<file path="src/rtl/io_registers.sv">
// IO register stage at 0x7000-0x7003: vblank IRQ latch, CPU read mux, serial gamepad poller.
// Latency: reads combinational; IRQ one edge after vblank_start; snapshots commit 104 edges after vblank_start at defaults.
// Backpressure: none; CPU accesses complete every cycle, and vblank_start during a poll is not queued.
// Optional feature macro: IO_REGISTERS_IRQ_OVERRUN_EN adds a sticky overrun flag at bit1 of 0x7001.
module io_registers #(
    parameter int unsigned LATCH_CYCLES = 12,
    parameter int unsigned HALF_PERIOD  = 6
) (
    input  logic       clk,
    input  logic       rst_n,
    input  logic [7:0] cpu_data_in,
    input  logic       cpu_wen,
    output logic [7:0] cpu_data_out,
    input  logic       SELECT_in_vblank,
    input  logic       SELECT_clr_vblank_irq,
    input  logic       SELECT_controller_1,
    input  logic       SELECT_controller_2,
    input  logic       vblank_active,
    input  logic       vblank_start,
    output logic       irq_n,
    output logic       ctrl_latch,
    output logic       ctrl_clk,
    input  logic       ctrl_data_1,
    input  logic       ctrl_data_2
);

    typedef enum logic [2:0] {
        S_IDLE,
        S_LATCH,
        S_SAMPLE,
        S_CLK_HIGH,
        S_CLK_LOW
    } state_t;

    localparam logic [7:0] LATCH_INIT = 8'(LATCH_CYCLES);
    localparam logic [7:0] HALF_INIT  = 8'(HALF_PERIOD);

    state_t     state_q, state_d;
    logic [7:0] cnt_q, cnt_d;
    logic [2:0] idx_q, idx_d;
    logic [7:0] shift_1_q, shift_1_d;
    logic [7:0] shift_2_q, shift_2_d;
    logic [7:0] controller_1_q, controller_1_d;
    logic [7:0] controller_2_q, controller_2_d;
    logic       irq_pending_q, irq_pending_d;
    logic       irq_overrun_q, irq_overrun_d;
    logic       irq_clr;

    // Write data carries no meaning at this address range; only the strobe matters.
    logic unused_cpu_data;
    assign unused_cpu_data = ^cpu_data_in;

    assign irq_clr = SELECT_clr_vblank_irq & cpu_wen;

    // IRQ latch next state: a vblank_start pulse beats a simultaneous clear.
    always_comb begin
        irq_pending_d = irq_pending_q;
        irq_overrun_d = 1'b0;
        if (vblank_start) begin
            irq_pending_d = 1'b1;
        end else if (irq_clr) begin
            irq_pending_d = 1'b0;
        end
`ifdef IO_REGISTERS_IRQ_OVERRUN_EN
        // A second vblank while the first is still unacknowledged; irq_pending_q is
        // still high during a clearing write, so that case is covered too.
        irq_overrun_d = irq_overrun_q;
        if (vblank_start && irq_pending_q) begin
            irq_overrun_d = 1'b1;
        end else if (irq_clr) begin
            irq_overrun_d = 1'b0;
        end
`endif
    end

    // Poll FSM: latch pulse, then eight samples separated by one clock pulse each.
    always_comb begin
        state_d        = state_q;
        cnt_d          = cnt_q;
        idx_d          = idx_q;
        shift_1_d      = shift_1_q;
        shift_2_d      = shift_2_q;
        controller_1_d = controller_1_q;
        controller_2_d = controller_2_q;
        case (state_q)
            S_IDLE: begin
                if (vblank_start) begin
                    state_d = S_LATCH;
                    cnt_d   = LATCH_INIT;
                end
            end
            S_LATCH: begin
                if (cnt_q == 8'd1) begin
                    state_d = S_SAMPLE;
                end else begin
                    cnt_d = cnt_q - 8'd1;
                end
            end
            S_SAMPLE: begin
                // Pads are active-low; store 1 = pressed, A ends up in bit7.
                shift_1_d = {shift_1_q[6:0], ~ctrl_data_1};
                shift_2_d = {shift_2_q[6:0], ~ctrl_data_2};
                if (idx_q == 3'd7) begin
                    controller_1_d = shift_1_d;
                    controller_2_d = shift_2_d;
                    idx_d          = 3'd0;
                    state_d        = S_IDLE;
                end else begin
                    idx_d   = idx_q + 3'd1;
                    cnt_d   = HALF_INIT;
                    state_d = S_CLK_HIGH;
                end
            end
            S_CLK_HIGH: begin
                if (cnt_q == 8'd1) begin
                    cnt_d   = HALF_INIT;
                    state_d = S_CLK_LOW;
                end else begin
                    cnt_d = cnt_q - 8'd1;
                end
            end
            S_CLK_LOW: begin
                if (cnt_q == 8'd1) begin
                    state_d = S_SAMPLE;
                end else begin
                    cnt_d = cnt_q - 8'd1;
                end
            end
            default: begin
                state_d = S_IDLE;
            end
        endcase
    end

    // State registers; reset abandons any poll in progress.
    always_ff @(posedge clk or negedge rst_n) begin
        if (!rst_n) begin
            state_q        <= S_IDLE;
            cnt_q          <= 8'd0;
            idx_q          <= 3'd0;
            shift_1_q      <= 8'd0;
            shift_2_q      <= 8'd0;
            controller_1_q <= 8'h00;
            controller_2_q <= 8'h00;
            irq_pending_q  <= 1'b0;
            irq_overrun_q  <= 1'b0;
        end else begin
            state_q        <= state_d;
            cnt_q          <= cnt_d;
            idx_q          <= idx_d;
            shift_1_q      <= shift_1_d;
            shift_2_q      <= shift_2_d;
            controller_1_q <= controller_1_d;
            controller_2_q <= controller_2_d;
            irq_pending_q  <= irq_pending_d;
            irq_overrun_q  <= irq_overrun_d;
        end
    end

    assign irq_n      = ~irq_pending_q;
    assign ctrl_latch = (state_q == S_LATCH);
    assign ctrl_clk   = (state_q == S_CLK_HIGH);

    // CPU read mux; selects are one-hot so an AND-OR needs no priority.
    always_comb begin
        cpu_data_out = 8'h00;
        if (!cpu_wen) begin
            cpu_data_out = ({8{SELECT_in_vblank}}      & {7'b0, vblank_active})
                         | ({8{SELECT_clr_vblank_irq}} & {6'b0, irq_overrun_q, irq_pending_q})
                         | ({8{SELECT_controller_1}}   & controller_1_q)
                         | ({8{SELECT_controller_2}}   & controller_2_q);
        end
    end

endmodule

</file>
<file path="config.mk">
export PLATFORM = sky130hd
export DESIGN_NAME = io_registers
export DESIGN_NICKNAME = d
export VERILOG_FILES = /design/src/rtl/io_registers.sv
export SDC_FILE = /design/constraint.sdc
export NUM_CORES = 1
export LEC_CHECK = 0
export ABC_CLOCK_PERIOD_IN_PS = 2450
export BUFFER_PORTS_ARGS = -buffer_cell sky130_fd_sc_hd__buf_4
export CAP_MARGIN = 20
export CORE_UTILIZATION = 45
export CTS_BUF_LIST = sky130_fd_sc_hd__clkbuf_8
export DETAILED_ROUTE_END_ITERATION = 10
export PLACE_DENSITY = 0.68
export SETUP_SLACK_MARGIN = 0.15
export SLEW_MARGIN = 25
export SYNTH_ARGS = -nofsm -noshare
export SYNTH_HDL_FRONTEND = slang
export SYNTH_SLANG_ARGS = --single-unit
</file>
<file path="constraint.sdc">
create_clock -name clk -period 2.45 [get_ports clk]
set_input_delay 0.49 -clock clk [delete_from_list [all_inputs] [get_ports clk]]
set_output_delay 0.49 -clock clk [all_outputs]
set_load 0.01 [all_outputs]
</file>
# Word-level counts from Yosys, hierarchy flattened
# Cells that the tools add are included.
# op_classes
reduce_logical,7
muxes,14
eq_ne,11
bitwise,11
addsub,2
# op_table
cell,n
two-way mux 8 bit,5
case mux 8 bit (4 select lines),1
OR 8 bit,3
bitwise AND 8 x 1 -> 8 bit,2
bitwise AND 8 bit,2
two-way mux 3 bit,4
case mux 3 bit (4 select lines),1
"equality test 8 x 1 -> 1 bit, second input constant",1
"subtractor 8 x 1 -> 8 bit, second input constant",1
"equality test 3 x 2 -> 1 bit, second input constant",2
"equality test 3 bit, second input constant",2
"inequality test 2 bit, second input constant",3
"inequality test 2 x 1 -> 1 bit, second input constant",2
AND reduction 4 bit,1
nonzero test 4 bit,1
"adder 3 x 1 -> 3 bit, second input constant",1
"equality test 3 x 1 -> 1 bit, second input constant",1
zero test 3 bit,1
inverter 1 bit,3
AND reduction 3 bit,1
two-way mux 1 bit,2
two-way mux 2 bit,1
AND reduction 2 bit,1
nonzero test 2 bit,1
other kinds (2),2
# totals
regBits,45
wordCells,53
output_inout_bits,11
input_bits,19

# Logic depth before layout (Yosys ltp)
# Gate-level depths: netlist of run 1.
# depth
ltp_word,5
ltp_mapped,8
ltp_nobuf,7

# Worst setup path before layout of run 1
# OpenSTA, ideal clock, no wires.
# synth_timing
path_kind,register to register
from,register state_q[2]
to,register controller_1_q[3]
path_buffers,3
required_time_ns,2.325
path_stages_with_launch,8
t_arrival_ns,1.556
period_less_slack_ns,1.681
setup_slack_ns,0.769
cell_sequence,dfrtp_1 buf_4 nand2b_1 nor2_2 and2_1 buf_4 buf_6 mux2_2
# synth_between
elab_chain_len,2
# synth_rtl
item,line,rtl
from (decl),38,"state_t state_q, state_d;"
from (signal assigned),148,state_q <= state_d;
equality test 3 x 2 -> 1 bit,85,case (state_q)
AND reduction 2 bit (no line),-,
to (signal assigned),153,controller_1_q <= controller_1_d;
to (decl),43,"logic [7:0] controller_1_q, controller_1_d;"
# Every way passes these cells.
# A chain may end at the register's enable or synchronous reset.

# Final worst setup path of run 1
# layout_timing
from,register state_q[0]
to,output ctrl_clk
# layout_between
elab_chain_len,1
# layout_rtl
item,line,rtl
equality test 3 x 2 -> 1 bit,162,assign ctrl_clk = (state_q == S_CLK_HIGH);
to (decl),22,"output logic ctrl_clk,"
# Every way passes these cells.

==> impl_metrics.py, run 1 <==
metrics = {
    "timing": {
        "report.final.slew_viol_count": 0,
        "clock_skew_ns": 0.0103,
        "finalSetupTns_ns": 0,
        "tightest_slew_ns": 0.728,
        "fmax_mhz": 502,
        "slew_headroom": 0.515,
        "fin_crit_ns": 1.99,
        "final-setup-viol-count": 0,
        "rsz0062_at_grt": "false",
        "fin_crit_sh": 0.814,
        "hold_ws_ns": 0.168,
        "finalHoldViolCount": 0,
    },
    "setup_path": {
        "cp-start-kind": "flip-flop",
        "crit_arrival_ns": 1.50,
        "end_kind": "output pin",
        "cp_max_fo": 13,
        "worstPathCellList": "inv_1, nor2_1, and2_1, buf_4",
        "critPathRequiredTime_ns": 1.96,
        "path_class": "reg -> out",
        "critPathBufInv": 2,
        "crit_path_top_delay_cell": "dfrtp_1",
        "r2r_setup_slack_ns": 0.47,
        "slowest_delay_ns": 0.61,
        "crit_family": "flip-flops",
    },
    "clock_tree": {
        "path_clk_slew_ns": 0.08,
        "cts_max_path_buffers": 2,
        "holdBufCountCts": 0,
        "cts_resized": 0,
        "cts.sinks": 45,
        "htreeDepth": 2,
        "cts_root_buffer": "clkbuf_8",
        "numCtsBuffers": 5,
        "cts_tree": "built",
        "clk_latency_ns": 0.30,
        "post_cts_buffers": 0,
    },
    "detailed_routing": {
        "via_per_inst": 5.59,
        "drt_first_pass_iters": 4,
        "drtAntennaViolNets": 0,
        "drtIter0Drc": 146,
        "vias": 1622,
        "wl_per_cell_um": 14.6,
        "drc": 0,
        "routed_wl_um": 4230,
    },
    "power": {
        "pwr-share-seq": 0.498,
        "p_switching_w": 0.000659,
        "powerDensity_nw_per_um2": 833,
        "p_int_w": 0.00139,
        "pwr-share-clk": 0.273,
        "switching_share": 0.322,
        "leakage_nw": 1.24,
        "peakVddDrop_uv": 360,
        "p_comb_frac": 0.228,
    },
    "floorplan": {
        "core_area_um2": 4500,
        "rows": 24,
        "die_y_um": 71.6,
        "ios": 30,
        "die_x_um": 71.6,
        "start_util": 0.483,
        "die_area_um2": 5120,
    },
    "global_routing": {
        "grt_max_degree": 46,
        "grt_pass1_wl_um": 7200,
        "first_global_vias": 1535,
        "antenna_found_initial": 0,
        "grt_usage": 0.184,
        "grt_overflow": 0,
    },
    "logic_synthesis": {
        "synth_common_cells": "52 x nand2_1, 45 x dfrtp_1, 17 x nor2_1",
        "synth_area_um2": 2180,
        "synth_edf_count": 0,
        "ys_ff_latch": 45,
        "synth_nets": 242,
        "synth_top_cell_area_share": 0.517,
        "syn_inst": 219,
        "ys_warn_count": 0,
        "synth_xor_area_frac": 0.00402,
        "synth_fa_ha_area_frac": 0.0230,
        "async_flop_share": 1.00,
        "synthDominantAreaCellType": "dfrtp_1",
        "ys_seq_area_frac": 0.517,
        "yosys.cell_count.top_type": "nand2_1",
        "yosys.area_share.simple": 0.198,
        "synth_top_family_by_area": "simple AND/OR/NAND/NOR gates",
        "synth_area_leaders": "dfrtp_1 52%, nand2_1 9.0%, mux2_2 7.2%",
        "syn_area_per_cell_um2": 9.94,
        "synth_compound_area_frac": 0.129,
        "synth_cell_types": 42,
        "synth_mux_area_frac": 0.0862,
        "synth_ff_type": "dfrtp_1",
    },
    "placement": {
        "io_buffers": 21,
        "place_congestion": 0.845,
        "place_inst": 282,
        "hpwlAfterDp_um": 2760,
    },
    "run": {
        "drv_cap": 0,
    },
    "hold_path": {
        "min-delay-path-class": "in -> async",
    },
    "layout": {
        "layout-area-overhead-vs-synth_pct": 12.8,
        "antenna_cells": 0,
        "multiInputGateArea_um2": 958,
        "fillers": 407,
        "seq_area_um2": 1130,
        "drive_above_1_share": 0.223,
        "stdcell_count": 290,
        "fin_nets": 260,
        "post-route-util": 0.545,
    },
    "run_status": {
        "status": "completed",
    },
}
-- worst register-to-register path, cell delays in order, from the launching register on --
cell and delay (ns):
dfrtp_1 0.47, nor4_4 0.39, and4bb_1 0.52, or2_1 0.19, o21ai_1 0.08, a32o_1 0.22
-- metal layers --
layer,global-route usage,vias up,part of all wire
li1,-,779,-
met1,0.257,802,0.49
met3,0.0338,7,0.035
met4,0.0850,0,0.017
met5,0,-,0
met2,0.279,34,0.45
-- metrics by stage --
stage | setup slack, ns | total power, W | area, um2
2_1_floorplan | 0.769 | 0.00134 | 2180
3_3_place_gp | 0.548 | 0.00147 | 2340
3_5_place_dp | 0.529 | 0.00148 | 2340
4_1_cts | 0.469 | 0.00205 | 2460
5_1_grt | 0.357 | 0.00215 | 2460
6_report | 0.456 | 0.00204 | 2460
-- power by group through the flow --
stage	Clock, W	Combinational, W	Sequential, W
final	0.000559	0.000467	0.00102
after global routing	0.000595	0.000517	0.00104
after CTS	0.000572	0.000468	0.00101
after detailed placement	0	0.000461	0.00102
after global placement	0	0.000447	0.00102
after floorplan	0	0.000376	0.000967
-- state kept, by name (all words and copies together) (netlist names) --
signal / cells
shift_2_q: 7
controller_2_q: 8
cnt_q: 8
idx_q: 3
state_q: 3
controller_1_q: 8
irq_pending_q: 1
shift_1_q: 7
-- cell usage in the layout (no fill, tap or decap), types with 3 or more instances in the layout --
| cell | n |
|---|---|
| a21oi_1 | 11 |
| a22oi_1 | 9 |
| and2_1 | 3 |
| buf_4 | 23 |
| clkbuf_8 | 5 |
| dfrtp_1 | 45 |
| ha_1 | 4 |
| inv_1 | 7 |
| mux2_2 | 14 |
| mux2i_1 | 3 |
| nand2_1 | 52 |
| nand2b_1 | 3 |
| nand3_1 | 3 |
| nor2_1 | 17 |
| nor3_1 | 4 |
| o21ai_0 | 8 |
-- cells by family after synthesis --
| logic type | count (synthesis) |
|---|---|
| compound gates | 42 |
| xor+xnor | 1 |
| fa+ha+maj | 4 |
| buf+inv | 18 |
| flops | 45 |
| mux | 17 |
| simple gates | 92 |
-- area by class of cell --
cell class / count / area share
sequential: 45 / 0.458
multi-input combinational: 156 / 0.390
timing repair buffer: 23 / 0.0703
clock buffer: 5 / 0.0280
tap: 52 / 0.0265
clock inverter: 3 / 0.0173
inverter: 6 / 0.00917
-- path summary, 6_finish.rpt --
kind | startpoint | cells after the start | to
setup / recovery | state_q[0]$_DFFE_PN0P_ | 4 | ctrl_clk
hold / removal | rst_n | 1 | state_q[0]$_DFFE_PN0P_
setup reg to reg | cnt_q[3]$_DFFE_PN0P_ | 5 | cnt_q[4]$_DFFE_PN0P_
hold reg to reg | shift_1_q[6]$_DFFE_PN0P_ | 2 | shift_1_q[6]$_DFFE_PN0P_
max in group asynchronous | rst_n | 1 | cnt_q[4]$_DFFE_PN0P_
min in group clk | ctrl_data_2 | 2 | controller_2_q[0]$_DFFE_PN0P_
(Power assumes the default switching activity.)
==> run 2: changes to the inputs <==
Settings changed: ABC_AREA set to 1, ABC_CLOCK_PERIOD_IN_PS 2450 to 1850.
Clock period 2.45 ns to 1.85 ns, I/O delays scaled along.
==> run 2 against run 1 <==
Against the previous run: cell area grew 0.10%; wire length shrank 7.6%; sequential cell count is the same; critical path type unchanged.
==> impl_metrics.py, run 2 <==
metrics = {
    "clock_tree": {
        "cts_max_path_buffers": 2,
        "htreeDepth": 2,
        "cts_tree": "built",
        "numCtsBuffers": 5,
        "cts.sinks": 45,
        "clk_latency_ns": 0.30,
        "holdBufCountCts": 0,
        "cts_root_buffer": "clkbuf_8",
        "path_clk_slew_ns": 0.08,
    },
    "detailed_routing": {
        "wl_per_cell_um": 11.5,
        "drc": 0,
        "vias": 1655,
        "routed_wl_um": 3910,
        "drtAntennaViolNets": 0,
        "via_per_inst": 4.87,
        "drt_first_pass_iters": 6,
        "drtIter0Drc": 104,
    },
    "logic_synthesis": {
        "synthDominantAreaCellType": "dfrtp_1",
        "synth_cell_types": 22,
        "syn_inst": 264,
        "synth_top_cell_area_share": 0.525,
        "yosys.cell_count.top_type": "nand2_1",
        "syn_area_per_cell_um2": 8.12,
        "synth_top_family_by_area": "simple AND/OR/NAND/NOR gates",
        "synth_area_um2": 2140,
        "synth_mux_area_frac": 0.0140,
        "synth_nets": 287,
        "synth_xor_area_frac": 0.0163,
        "synth_common_cells": "101 x nand2_1, 45 x dfrtp_1, 23 x o21ai_0",
        "synth_compound_area_frac": 0.104,
        "yosys.area_share.simple": 0.255,
        "synth_fa_ha_area_frac": 0.0233,
        "ys_ff_latch": 45,
        "ys_warn_count": 0,
        "synth_edf_count": 0,
        "ys_seq_area_frac": 0.525,
        "synth_area_leaders": "dfrtp_1 53%, nand2_1 18%, o21ai_0 5.4%",
        "synth_ff_type": "dfrtp_1",
        "async_flop_share": 1.00,
    },
    "hold_path": {
        "min-delay-path-class": "in -> async",
    },
    "global_routing": {
        "grt_pass1_wl_um": 6980,
        "grt_max_degree": 46,
        "grt_overflow": 0,
        "grt_usage": 0.179,
        "first_global_vias": 1609,
        "antenna_found_initial": 0,
    },
    "timing": {
        "fin_ws_ns": 0.241,
        "rsz0062_at_grt": "false",
        "slew_headroom": 0.629,
        "fmax_mhz": 622,
        "finalSetupTns_ns": 0,
        "final-setup-viol-count": 0,
        "finalHoldViolCount": 0,
        "report.final.slew_viol_count": 0,
        "clock_skew_ns": 0.00951,
        "fin_crit_ns": 1.61,
        "tightest_slew_ns": 0.557,
        "fin_crit_sh": 0.869,
    },
    "setup_path": {
        "crit_arrival_ns": 1.24,
        "crit_family": "flip-flops",
        "slowest_delay_ns": 0.38,
        "cp_max_fo": 5,
        "path_class": "reg -> out",
        "cp-start-kind": "flip-flop",
        "end_kind": "output pin",
        "critPathRequiredTime_ns": 1.48,
        "critPathBufInv": 2,
        "worstPathCellList": "inv_1, nand2_1, nor2_2, buf_4",
        "crit_path_top_delay_cell": "dfrtp_1",
    },
    "layout": {
        "fin_nets": 310,
        "antenna_cells": 0,
        "drive_above_1_share": 0.163,
        "reg.largest.list": "cnt_q x8, controller_1_q x8, controller_2_q x8",
        "final_common_cell": "nand2_1",
        "stdcell_count": 340,
        "layout-area-overhead-vs-synth_pct": 14.6,
        "fillers": 421,
        "layout_common_cells": "101 x nand2_1, 44 x dfrtp_1, 25 x buf_4",
    },
    "placement": {
        "io_buffers": 21,
        "place_congestion": 0.873,
        "hpwlAfterDp_um": 2830,
        "pre_cts_ws_ns": 0.232,
        "place_inst": 331,
    },
    "floorplan": {
        "core_area_um2": 4470,
        "die_y_um": 71.0,
        "die_area_um2": 5050,
        "die_x_um": 71.0,
        "ios": 30,
        "start_util": 0.479,
        "rows": 24,
    },
    "run": {
        "drv_cap": 0,
    },
    "power": {
        "powerDensity_nw_per_um2": 680,
        "peakVddDrop_uv": 434,
        "leakage_nw": 1.32,
    },
    "run_status": {
        "status": "completed",
    },
}
run 2: cell count changes after synthesis, sizes merged, moves of 5 or more:
cell	previous run	this run
a22oi	9	0
o21ai	10	34
nand3	3	8
inv	6	23
nand2	52	105
mux2	14	2
run 2: stage by stage:
| step | hold WS [ns] | instance area [um2] | utilization | total power (W) |
|---|---|---|---|---|
| 4_1_cts | 0.0766 | 2440 | 0.546 | 0.00170 |
| 3_5_place_dp | 0.403 | 2340 | 0.524 | 0.00109 |
| 3_3_place_gp | 0.408 | 2340 | 0.524 | 0.00109 |
| 2_1_floorplan | 0.0744 | 2140 | - | 0.00104 |
| 6_report | 0.0548 | 2460 | 0.549 | 0.00167 |
| 5_1_grt | 0.0922 | 2460 | 0.549 | 0.00175 |
run 2: timing repair:
action	in CTS	in global routing
endpoints found under the setup margin	1	10
setup buffers	1	0
gates resized for setup	1	3
run 2: logic make-up (layout without fill, tap and decap cells):
| family | after synthesis | after routing |
|---|---|---|
| AO/OA/AOI/OAI | 44 | 44 |
| XOR/XNOR | 4 | 4 |
| multiplexers | 2 | 2 |
| AND/OR/NAND/NOR | 133 | 133 |
| adder cells (fa/ha/maj) | 4 | 4 |
| flip-flops | 45 | 45 |
| buffers and inverters | 32 | 56 |
run 2: power breakdown:
part,internal [W],switching (W),leakage (nW)
sequential,0.000993,0.00000551,0.563
combinational,0.0000249,0.0000440,0.708
clock,0.000268,0.000337,0.0481
run 2: final timing paths:
check,startpoint,endpoint,slack [ns],depth (start not counted)
max in group asynchronous,rst_n,state_q[0]$_DFFE_PN0P_,1.39,1
min in group clk,ctrl_data_1,controller_1_q[0]$_DFFE_PN0P_,0.27,2
worst min register to register,idx_q[0]$_DFFE_PN0P_,idx_q[0]$_DFFE_PN0P_,0.48,1
worst max register to register,idx_q[0]$_DFFE_PN0P_,cnt_q[5]$_DFFE_PN0P_,0.32,8
worst min-delay path,rst_n,shift_1_q[1]$_DFFE_PN0P_,0.05,1
worst max-delay path,state_q[2]$_DFFE_PN0P_,ctrl_clk,0.24,4
run 2: cell type report:
cell class / count / area, um2 / area share
flip-flops and latches: 45 / 1130 / 0.459
multi-input cells: 187 / 901 / 0.366
repair buffers: 25 / 188 / 0.0763
inverters: 23 / 86.3 / 0.0351
clock buffers: 5 / 68.8 / 0.0280
well taps: 52 / 65.1 / 0.0265
clock inverters: 3 / 22.5 / 0.00916
run 2: layer usage:
| layer | vias up | share of wire | track usage |
|---|---|---|---|
| met1 | 747 | 0.49 | 0.234 |
| met2 | 22 | 0.46 | 0.296 |
| met4 | 0 | 0.015 | 0.0667 |
| li1 | 880 | - | - |
| met5 | - | 0 | 0 |
| met3 | 6 | 0.038 | 0.0385 |
